### config.mk
export PLATFORM = sky130hd
export DESIGN_NAME = fpu_cmp_seq_ctl
export DESIGN_NICKNAME = d
export VERILOG_FILES = /design/src/rtl/fpu_cmp_seq_ctl.sv
export SDC_FILE = /design/constraint.sdc
export NUM_CORES = 1
export LEC_CHECK = 0
export ABC_AREA = 1
export CAP_MARGIN = 10
export CORE_MARGIN = 5
export CORE_UTILIZATION = 47
export CTS_BUF_LIST = sky130_fd_sc_hd__clkbuf_16
export CTS_CLUSTER_SIZE = 14
export DETAILED_ROUTE_END_ITERATION = 8
export MAX_ROUTING_LAYER = met4
export PLACE_DENSITY = 0.82
export SYNTH_ARGS = -nofsm -noshare
export SYNTH_HDL_FRONTEND = slang
export SYNTH_SLANG_ARGS = --single-unit
export TNS_END_PERCENT = 10
### constraint.sdc
create_clock -name rclk -period 1.7 [get_ports rclk]
set_input_delay 0.17 -clock rclk [delete_from_list [all_inputs] [get_ports rclk]]
set_output_delay 0.17 -clock rclk [all_outputs]
set_load 0.01 [all_outputs]
### src/rtl/fpu_cmp_seq_ctl.sv
// Sequential magnitude/inequality compare of two WIDTH-bit operands, 2 bits per cycle, MSB slice first.
// Latency: result from T+2+j on the first differing slice j (EARLY_OUT=1), else T+1+WIDTH/2.
// Backpressure: cmp_rdy only in IDLE; the result is held in DONE until res_ack; cmp_kill aborts.
//
// Ports:
//   rclk, grst_l        clock, synchronous active-low reset
//   cmp_req / cmp_rdy   operand handshake; cmp_din1/cmp_din2 are sampled on accept
//   cmp_kill            abort the current operation (also blocks an accept in IDLE)
//   cmp_busy            compare in progress
//   res_vld / res_ack   result handshake; res_gt = din2 > din1, res_neq = din2 != din1
module fpu_cmp_seq_ctl #(
    parameter int WIDTH     = 64,
    parameter bit EARLY_OUT = 1'b1
) (
    input  logic             rclk,
    input  logic             grst_l,
    input  logic             cmp_req,
    output logic             cmp_rdy,
    input  logic [WIDTH-1:0] cmp_din1,
    input  logic [WIDTH-1:0] cmp_din2,
    input  logic             cmp_kill,
    output logic             cmp_busy,
    output logic             res_vld,
    input  logic             res_ack,
    output logic             res_gt,
    output logic             res_neq
);

    localparam int NS = WIDTH / 2;
    localparam int IW = (NS > 1) ? $clog2(NS) : 1;

    typedef enum logic [1:0] {
        S_IDLE = 2'd0,
        S_CMP  = 2'd1,
        S_DONE = 2'd2
    } state_t;

    state_t           state_q;
    state_t           state_d;
    logic [IW-1:0]    idx_q;
    logic [WIDTH-1:0] op1_q;
    logic [WIDTH-1:0] op2_q;
    logic             gt_q;
    logic             neq_q;

    logic [1:0]       sa;
    logic [1:0]       sb;
    logic             s_neq;
    logic             s_gt;
    logic             accept;
    logic             last_slice;

    // Operands are shifted left by one slice per CMP cycle, so the slice
    // under evaluation is always the top two bits; idx_q only counts slices.
    assign sa         = op1_q[WIDTH-1 -: 2];
    assign sb         = op2_q[WIDTH-1 -: 2];
    assign s_neq      = (sa != sb);
    assign s_gt       = (~sa[1] & sb[1]) | ((sa[1] == sb[1]) & ~sa[0] & sb[0]);
    assign accept     = (state_q == S_IDLE) && cmp_req && !cmp_kill;
    assign last_slice = (idx_q == '0);

    assign cmp_rdy  = (state_q == S_IDLE);
    assign cmp_busy = (state_q == S_CMP);
    assign res_vld  = (state_q == S_DONE);
    assign res_gt   = gt_q;
    assign res_neq  = neq_q;

    always_comb begin
        state_d = state_q;
        case (state_q)
            S_IDLE: begin
                if (accept) begin
                    state_d = S_CMP;
                end
            end
            S_CMP: begin
                if (cmp_kill) begin
                    state_d = S_IDLE;
                end else if ((EARLY_OUT && s_neq) || last_slice) begin
                    state_d = S_DONE;
                end
            end
            S_DONE: begin
                // kill and ack both return to IDLE; kill additionally clears the flags
                if (cmp_kill || res_ack) begin
                    state_d = S_IDLE;
                end
            end
            default: state_d = S_IDLE;
        endcase
    end

    always_ff @(posedge rclk) begin
        if (!grst_l) begin
            state_q <= S_IDLE;
            idx_q   <= '0;
            op1_q   <= '0;
            op2_q   <= '0;
            gt_q    <= 1'b0;
            neq_q   <= 1'b0;
        end else begin
            state_q <= state_d;
            case (state_q)
                S_IDLE: begin
                    if (accept) begin
                        op1_q <= cmp_din1;
                        op2_q <= cmp_din2;
                        idx_q <= IW'(NS - 1);
                        gt_q  <= 1'b0;
                        neq_q <= 1'b0;
                    end
                end
                S_CMP: begin
                    if (cmp_kill) begin
                        gt_q  <= 1'b0;
                        neq_q <= 1'b0;
                    end else begin
                        op1_q <= op1_q << 2;
                        op2_q <= op2_q << 2;
                        if (!last_slice) begin
                            idx_q <= idx_q - IW'(1);
                        end
                        // only the most significant differing slice decides the result
                        if (s_neq && !neq_q) begin
                            neq_q <= 1'b1;
                            gt_q  <= s_gt;
                        end
                    end
                end
                S_DONE: begin
                    if (cmp_kill) begin
                        gt_q  <= 1'b0;
                        neq_q <= 1'b0;
                    end
                end
                default: begin
                end
            endcase
        end
    end

endmodule
# Word level (Yosys, flattened, before mapping)
# Cells that the tools add are included.
op_classes:
  n_addsub: 1
  n_eq_ne: 11
  mux: 23
  bitwise: 6
  reduce_logical: 15
ops:
  columns: ["op", "count"]
  rows:
  - ["2-to-1 mux 64 bit", 4]
  - ["one-hot mux 64 bit (2 select lines)", 2]
  - ["2-to-1 mux 5 bit", 3]
  - ["one-hot mux 5 bit (2 select lines)", 1]
  - ["2-to-1 mux 2 bit", 4]
  - ["AND reduction 4 bit", 2]
  - ["2-to-1 mux 1 bit", 6]
  - ["inequality test 2 bit (second input constant)", 3]
  - ["inequality test 3 x 2 -> 1 bit (second input constant)", 2]
  - ["one-hot mux 1 bit (3 select lines)", 2]
  - ["one-hot mux 2 bit (3 select lines)", 1]
  - ["AND reduction 3 bit", 2]
  - ["zero test 5 bit", 1]
  - ["subtractor 5 x 1 -> 5 bit (second input constant)", 1]
  - ["inequality test 2 x 1 -> 1 bit (second input constant)", 2]
  - ["AND 1 bit", 3]
  - ["logical AND 1 bit", 3]
  - ["nonzero test 3 bit", 1]
  - ["== test 2 x 1 -> 1 bit (second input constant)", 1]
  - ["== test 2 bit (second input constant)", 1]
  - ["zero test 1 bit", 2]
  - ["zero test 2 bit", 1]
  - ["logical OR 1 bit", 2]
  - ["inequality test 2 bit", 1]
  - ["other kinds (4)", 5]
word_totals:
  register_bits: 137
  inputBits: 133

# Longest topological paths before layout
# Gate-level depths: netlist of the first run.
logic_depth:
  ltp_word: 7
  mapped_depth: 9

# Least setup slack after synthesis of the first run
# OpenSTA, ideal clock, no wires.
synth_path:
  kind: "register -> register"
  startpoint: "register state_q[0]"
  endpoint: "register op1_q[2]"
  setup_time_ns: 0.125
  t_arrival_ns: 1.240
  t_required_ns: 1.575
  setup_slack_ns: 0.335
  path_stages_with_launch: 7
  path_cell_list: "dfxtp_1 nor2_2 nand3_2 nand2_2 buf_2 buf_2 a31oi_1"
synth_between:
  elab_chain_cells: 5
  elab_cells_between_ends: 9
  classes_between: "eq/ne: 3; mux: 1; reduce/logical: 5"
synth_rtl:
  columns: ["element", "line", "text"]
  rows:
  - ["from (decl)", "38", "state_t state_q;"]
  - ["from (signal assigned)", "102", "state_q <= state_d;"]
  - ["zero test 2 bit (*)", null, null]
  - ["net cmp_rdy", "18", "output logic cmp_rdy,"]
  - ["logical AND 1 bit (2 in a row)", "59", "assign accept = (state_q == S_IDLE) && cmp_req && !cmp_kill;"]
  - ["inequality test 2 x 1 -> 1 bit (no source line)", null, null]
  - ["AND reduction 3 bit (no source line)", null, null]
  - ["to (signal assigned)", "106", "op1_q <= cmp_din1;"]
  - ["to (signal assigned)", "118", "op1_q <= op1_q << 2;"]
  - ["to (decl)", "41", "logic [WIDTH-1:0] op1_q;"]
# Mark *: on every way through the listed nets, which the timed path passes. The rest lies on a longest branch.
# A chain may end at the register's enable or synchronous reset.

# Worst setup path in the final report of the first run
layout_path:
  startpoint: "register state_q[1]"
  endpoint: "output port cmp_rdy"
layout_between:
  elab_chain_cells: 1
layout_rtl:
  columns: ["element", "line", "text"]
  rows:
  - ["zero test 2 bit", "62", "assign cmp_rdy = (state_q == S_IDLE);"]
  - ["to (decl)", "18", null]
# No other way between the ends.

==> results of run 1 <==
==> per-layer routing <==
| metal | wire [um] | share of wire (%) |
|---|---|---|
| met3 | 1080 | 7.4 |
| met5 | 0 | 0 |
| met2 | 6320 | 44 |
| met4 | 144 | 0.99 |
| met1 | 6970 | 48 |
==> synth_stat cells, drive strengths merged <==
library cell / count
a211oi: 1
a21oi: 9
a31oi: 125
buf: 30
clkbuf: 37
clkinv: 1
dfxtp: 137
ha: 2
inv: 20
nand2: 273
nand3: 8
nand4: 3
nor2: 8
o21ai: 130
xor2: 1
==> critical path, cell delays in order, from the launching register on <==
cell and delay (ns):
dfxtp_1 0.33, nor2_2 0.16, clkdlybuf4s50_1 0.56
==> metrics by stage <==
step	area (um2)	worst slack (ns)	std cells	util (%)	power (W)
after global placement	7360	0.100	1043	60.8	0.00483
after CTS	7880	0.0475	1074	65.0	0.00811
after detailed placement	7360	0.0474	1043	60.8	0.00486
after global routing	7880	0.00875	1074	65.0	0.00843
after floorplan	5840	0.335	785	-	0.00435
final	7880	0.0671	1074	65.0	0.00805
==> sequential cells by signal, indices dropped and copies added, names as in the netlist <==
| register | flops |
|---|---|
| op1_q | 64 |
| idx_q | 5 |
| op2_q | 64 |
| res_neq | 1 |
| state_q | 2 |
| res_gt | 1 |
==> power by group through the flow <==
| stage | Clock [W] | Sequential (W) | Combinational, W |
|---|---|---|---|
| after floorplan | 0 | 0.00366 | 0.000696 |
| after global placement | 0 | 0.00368 | 0.00115 |
| after detailed placement | 0 | 0.00369 | 0.00117 |
| after CTS | 0.00330 | 0.00363 | 0.00118 |
| after global routing | 0.00345 | 0.00366 | 0.00132 |
| final | 0.00324 | 0.00363 | 0.00118 |
==> path summary, 6_finish.rpt <==
check                                             start                endpoint  slack (ns)  cells past startpoint
worst max register to register  state_q[1]$_SDFFE_PN0P_  op2_q[38]$_SDFFE_PN0P_        0.25                      8
worst min register to register    op2_q[0]$_SDFFE_PN0P_   op2_q[0]$_SDFFE_PN0P_        0.46                      2
worst max-delay path            state_q[1]$_SDFFE_PN0P_                 cmp_rdy        0.07                      2
worst min-delay path                             grst_l  op2_q[24]$_SDFFE_PN0P_        0.18                      3
==> cell families (layout without fill, tap and decap cells) <==
group / Yosys count / count (layout)
flops: 137 / 137
compound gates: 265 / 265
buf+inv: 88 / 209
xor+xnor: 1 / 1
simple gates: 292 / 292
fa+ha+maj: 2 / 2
==> final cells by class <==
type | instances | area (um2)
inverter | 21 | 81.3
fill | 1059 | 4240
clock buffer | 17 | 425
timing repair buffer | 157 | 1640
clock inverter | 14 | 92.6
sequential | 137 | 2740
tap | 168 | 210
multi-input combinational | 560 | 2680
==> what timing repair did <==
item | CTS | global route
setup buffers | 0 | 0
hold buffers | 0 | 0
endpoints found under the setup margin | 2 | 0
resized for setup | 3 | 0
==> summary.txt, run 1 <==
Timing
  • Final setup fails: 0
  • Slew Viols, Final: 0
  • Post-Route Hold Slack: between 0.15 and 0.2 ns
  • Setup Total Neg Slack: 0 ns
  • Final hold vios: 0
  • RSZ-0062 raised after global routing: no
  • Final worst-path cycle share: a little over nine tenths
  • F_max: 612 MHz
  • Skew final: between 0.007 and 0.008 ns
  • Least-Margin Pin Slew: just over 0.4 ns
  • Final Critical Period: between 1.5 and 2 ns
  • Slew headroom: about three quarters

Logic synthesis
  • Mapped Area: approximately 5800 um2
  • Yosys top cell by area: dfxtp_1
  • Synth area leaders: dfxtp_1 (47%), nand2_1 (17%), a31oi_1 (13%), o21ai_1 (7.4%), o21ai_0 (3.8%)
  • #FFs+latches synth: ~140
  • Post-Synth Simple-Gate Area: between 15 and 20%
  • Synth Area in Compound Gates: 25.4%
  • Yosys top cell area share: between 40% and 50%
  • Post-Synth XOR/XNOR Area: 0.150%
  • Adder-Cell Fraction of Synth Area: 0.428%
  • Largest family of logic cells by synthesized area: compound AO/OA/AOI/OAI gates
  • Syn nets: slightly above 900
  • Synth warn: 0
  • Seq/Total Area, Yosys: between 40% and 50%
  • Yosys cell types: 24
  • Multiplexer area fraction after synthesis: 0%
  • Avg Cell Area, Syn: 7.45 um2
  • Synth Instances: 785

Global routing
  • Largest net degree at the start of global routing: 81
  • Met3 Usage GRT: 5.59%
  • Initial antenna violation count: 0
  • Number of global-route vias before repair: approximately 5300
  • Busiest grt layer: met2
  • First-pass GRT wire length: between 20000 and 25000 um
  • Met1 Resource Use GR: between 20% and 30%
  • Grt met2 use: 30.9%
  • Global route overflow: 0
  • GRT Util Overall: between 20% and 30%

Floorplan
  • Rows: 40
  • Starting density of the core: approximately 48%
  • Core area: 12100 um2
  • Num ports: about 140
  • Die footprint: approximately 15000 um2
  • Die Y: between 100 and 150 um
  • Die width: about 120 um

Setup path
  • Worst path required time: approximately 1.5 ns
  • Worst Setup End Kind: primary output
  • Setup Crit Path Kind: flop to primary output
  • Worst Path Max Fanout: 3
  • Worst setup SP type: flop
  • Critical path data arrival time: between 1 and 1.5 ns

Finish
  • Commonest non-fill, non-tap cell in the layout: nand2_1
  • Area Growth Syn to Fin: 34.7%
  • Nets: around 1000
  • Layout cells sized above 1: 5.96%
  • Most frequent cells in the layout: nand2_1 (271), dfxtp_1 (136), clkdlybuf4s50_1 (134)
  • Ant diodes: 0

Drt
  • DRC: 0
  • Avg WL per Cell: 13.5 um
  • Number of DRC markers in iteration 0: around 610
  • Final ANT Viol Nets: 0
  • Vias per inst: 5.29
  • Routed WL: approximately 15000 um
  • Drt pass-1 iters: 8
  • Via count: between 5000 and 6000

Clock network
  • CTS Buf Count: 17
  • Reg clk slew, reported paths: ~0.060 ns
  • Clock buffer depth: 2
  • Clock latency at the later pin of the worst-skew pair: between 0.4 and 0.5 ns
  • TritonCTS clock tree: done
  • CTS sink count: 137
  • Root Driver: clkbuf_16
  • H-tree depth: 4

Power
  • Leakage: between 3 and 4 nW
  • Comb power frac: 14.6%
  • Cell internal pwr: roughly 0.0060 W
  • Clock power share: between 40% and 50%
  • Reg power frac: between 40% and 50%
  • Switching share of total power: approximately a quarter
  • Peak supply drop: ~610 uV
  • Sw power: between 0.002 and 0.0025 W
  • PwrDens: between 1000 and 1500 nW/um2

Status
  • Status: finished, final reports clean

Placement
  • # port buffers: 137
  • RD Place Congestion: between 0.8 and 0.9
  • Hpwl dp: between 9000 and 10000 um

Worst hold path
  • Min-Delay Path Class: input pin to flop

Flow run
  • Max-cap violations: 0
(Power assumes the default switching activity.)
==> inputs of run 2 (changes only) <==
--- a/config.mk
+++ b/config.mk
@@ -7,6 +7,7 @@
 export LEC_CHECK = 0
 export ABC_AREA = 1
 export CAP_MARGIN = 10
+export CORE_ASPECT_RATIO = 0.75
 export CORE_MARGIN = 5
 export CORE_UTILIZATION = 47
 export CTS_BUF_LIST = sky130_fd_sc_hd__clkbuf_16
==> summary.txt, run 2 (synthesis gave the netlist of run 1 again) <==
Global routing
  • Global route overflow: 0 (unchanged)
  • GRT Util Overall: 20.3% (-0.25 points)
  • Number of global-route vias before repair: 5021 (-5.4%)
  • Largest net degree at the start of global routing: 126 (+56%)
  • First-pass GRT wire length: 24300 um (+1.7%)
  • Initial antenna violation count: 0 (unchanged)

Setup path
  • Worst Path Max Fanout: 15 (+12)
  • Worst Setup End Kind: primary output
  • Worst setup SP type: flop
  • CP cell instances: nand2_4, inv_4, dlygate4sd2_1
  • Critical-path top delay cell: dfxtp_1
  • Worst path required time: 1.53 ns (about the same)
  • Crit path largest cell delay: 0.42 ns (-0.14 ns)
  • Setup Crit Path Kind: flop to primary output
  • Critical path data arrival time: 1.45 ns (about the same)

Flow run
  • Max-cap violations: 0 (unchanged)

Power
  • PwrDens: 1030 nW/um2 (+0.50%)
  • Leakage: 3.09 nW (about the same)
  • Switching share of total power: 25.3% (+0.27 points)
  • Cell internal pwr: 0.00604 W (about the same)
  • Comb power frac: 14.6% (about the same)
  • Peak supply drop: 703 uV (+14%)
  • Power Total: 0.00808 W (+0.38%)
  • Reg power frac: 45.0% (about the same)
  • Clock power share: 40.4% (about the same)
  • Sw power: 0.00204 W (+1.5%)

Placement
  • Placed Area: 7340 um2 (-0.27%)
  • # port buffers: 137 (unchanged)
  • RD Place Congestion: 0.808 (-3.0%)
  • Pre-CTS WS: 0.0429 ns (-0.00453 ns)
  • Hpwl dp: 9570 um (+0.80%)

Clock network
  • CTS Buf Count: 17 (unchanged)
  • CTS sink count: 137 (unchanged)
  • Clock latency at the later pin of the worst-skew pair: 0.41 ns (about the same)
  • H-tree depth: 4 (unchanged)
  • Post-cts hold buffer count: 0 (unchanged)
  • TritonCTS clock tree: done
  • Reg clk slew, reported paths: 0.06 ns (about the same)
  • Clock buffer depth: 2 (unchanged)
  • Root Driver: clkbuf_16

Finish
  • Most frequent cells in the layout: nand2_1 (271), dfxtp_1 (137), clkdlybuf4s50_1 (133)
  • Area Growth Syn to Fin: 34.6%
  • Layout cells sized above 1: 5.95% (-0.013 points)
  • Ant diodes: 0 (unchanged)
  • Final design utilization: 64.4% (-0.65 points)
  • Largest regs: op1_q: 64 flops, op2_q: 64 flops, idx_q: 5 flops
  • Nets: 1031 (+0.19%)
  • Commonest non-fill, non-tap cell in the layout: nand2_1
  • Final Cell Area: 7870 um2 (-0.13%)

Timing
  • Final setup fails: 0 (unchanged)
  • F_max: 616 MHz (+0.63%)
  • Setup Total Neg Slack: 0 ns (unchanged)
  • Final worst-path cycle share: 95.5% (-0.60 points)
  • Least-Margin Pin Slew: 0.556 ns (+0.153 ns)
  • Skew final: 0.00802 ns (+0.000751 ns)
  • Final Critical Period: 1.62 ns (-0.0102 ns)
  • Final hold vios: 0 (unchanged)
  • Slew headroom: 63.0% (-10 points)
  • Final WS setup: 0.0772 ns (+0.0102 ns)
  • RSZ-0062 raised after global routing: no
  • Slew Viols, Final: 0 (unchanged)

Floorplan
  • Starting density of the core: 47.8% (-0.42 points)
  • Rows: 35 (-13%)
  • Core area: 12200 um2 (+0.88%)
  • Die width: 139 um (+14%)
  • Num ports: 138 (unchanged)
  • Die Y: 107 um (-12%)
  • Die footprint: 14800 um2 (+0.16%)

Drt
  • Via count: 5687 (+0.018%)
  • Drt pass-1 iters: 5 (-3)
  • Avg WL per Cell: 13.9 um (+2.7%)
  • Final ANT Viol Nets: 0 (unchanged)
  • Number of DRC markers in iteration 0: 451 (-26%)
  • Routed WL: 14900 um (+2.7%)
  • Vias per inst: 5.30 (about the same)
  • DRC: 0 (unchanged)

Status
  • Status: finished, final reports clean

Worst hold path
  • Min-Delay Path Class: input pin to flop
==> run 2: worst paths after layout <==
kind	endpoint	depth (start not counted)	slack (ns)	startpoint
max	cmp_busy	3	0.08	state_q[0]$_SDFFE_PN0P_
min	op1_q[8]$_SDFFE_PN0P_	3	0.13	grst_l
max reg2reg	op1_q[60]$_SDFFE_PN0P_	5	0.17	state_q[1]$_SDFFE_PN0P_
min reg2reg	op2_q[0]$_SDFFE_PN0P_	2	0.46	op2_q[0]$_SDFFE_PN0P_
==> run 2: stage by stage <==
step,instances,hold WS (ns)
finish,1074,0.134
global route,1074,0.132
CTS,1073,0.110
detailed placement,1042,0.456
global placement,1042,0.451
floorplan,785,0.318
==> run 2: final cells by class <==
type	count	area (um2)
fillers	1014	4350
flip-flops and latches	137	2740
multi-input cells	560	2680
repair buffers	159	1630
clock buffers	17	425
well taps	166	208
clock inverters	14	93.8
inverters	21	81.3
==> run 2: power by group through the flow <==
stage               clock network (W)  registers [W]  logic [W]
global placement                    0        0.00369    0.00115
detailed placement                  0        0.00369    0.00117
finish                        0.00327        0.00363    0.00118
CTS                           0.00331        0.00363    0.00118
floorplan                           0        0.00366   0.000696
global route                  0.00344        0.00366    0.00132
==> run 2: timing repair <==
item	in CTS	in global routing
buffers inserted	0	1
endpoints found under the setup margin	2	2
pin swaps	0	1
gates resized for setup	2	1
gates cloned	0	0
==> run 2: critical path, delay by kind of cell, from the launching register on <==
family                 cells  cell delay, ns
DFF                        1            0.42
buffers and inverters      2            0.49
and+or+nand+nor            1            0.13
==> run 2: layer usage <==
layer	vias up	global-route usage, %	part of all wire (%)	wire, um
met5	-	-	0	0
met4	0	6.91	1.2	184
met3	17	4.77	7.0	1040
met2	177	27.5	41	6160
met1	2549	29.4	50	7520
li1	2944	-	-	-
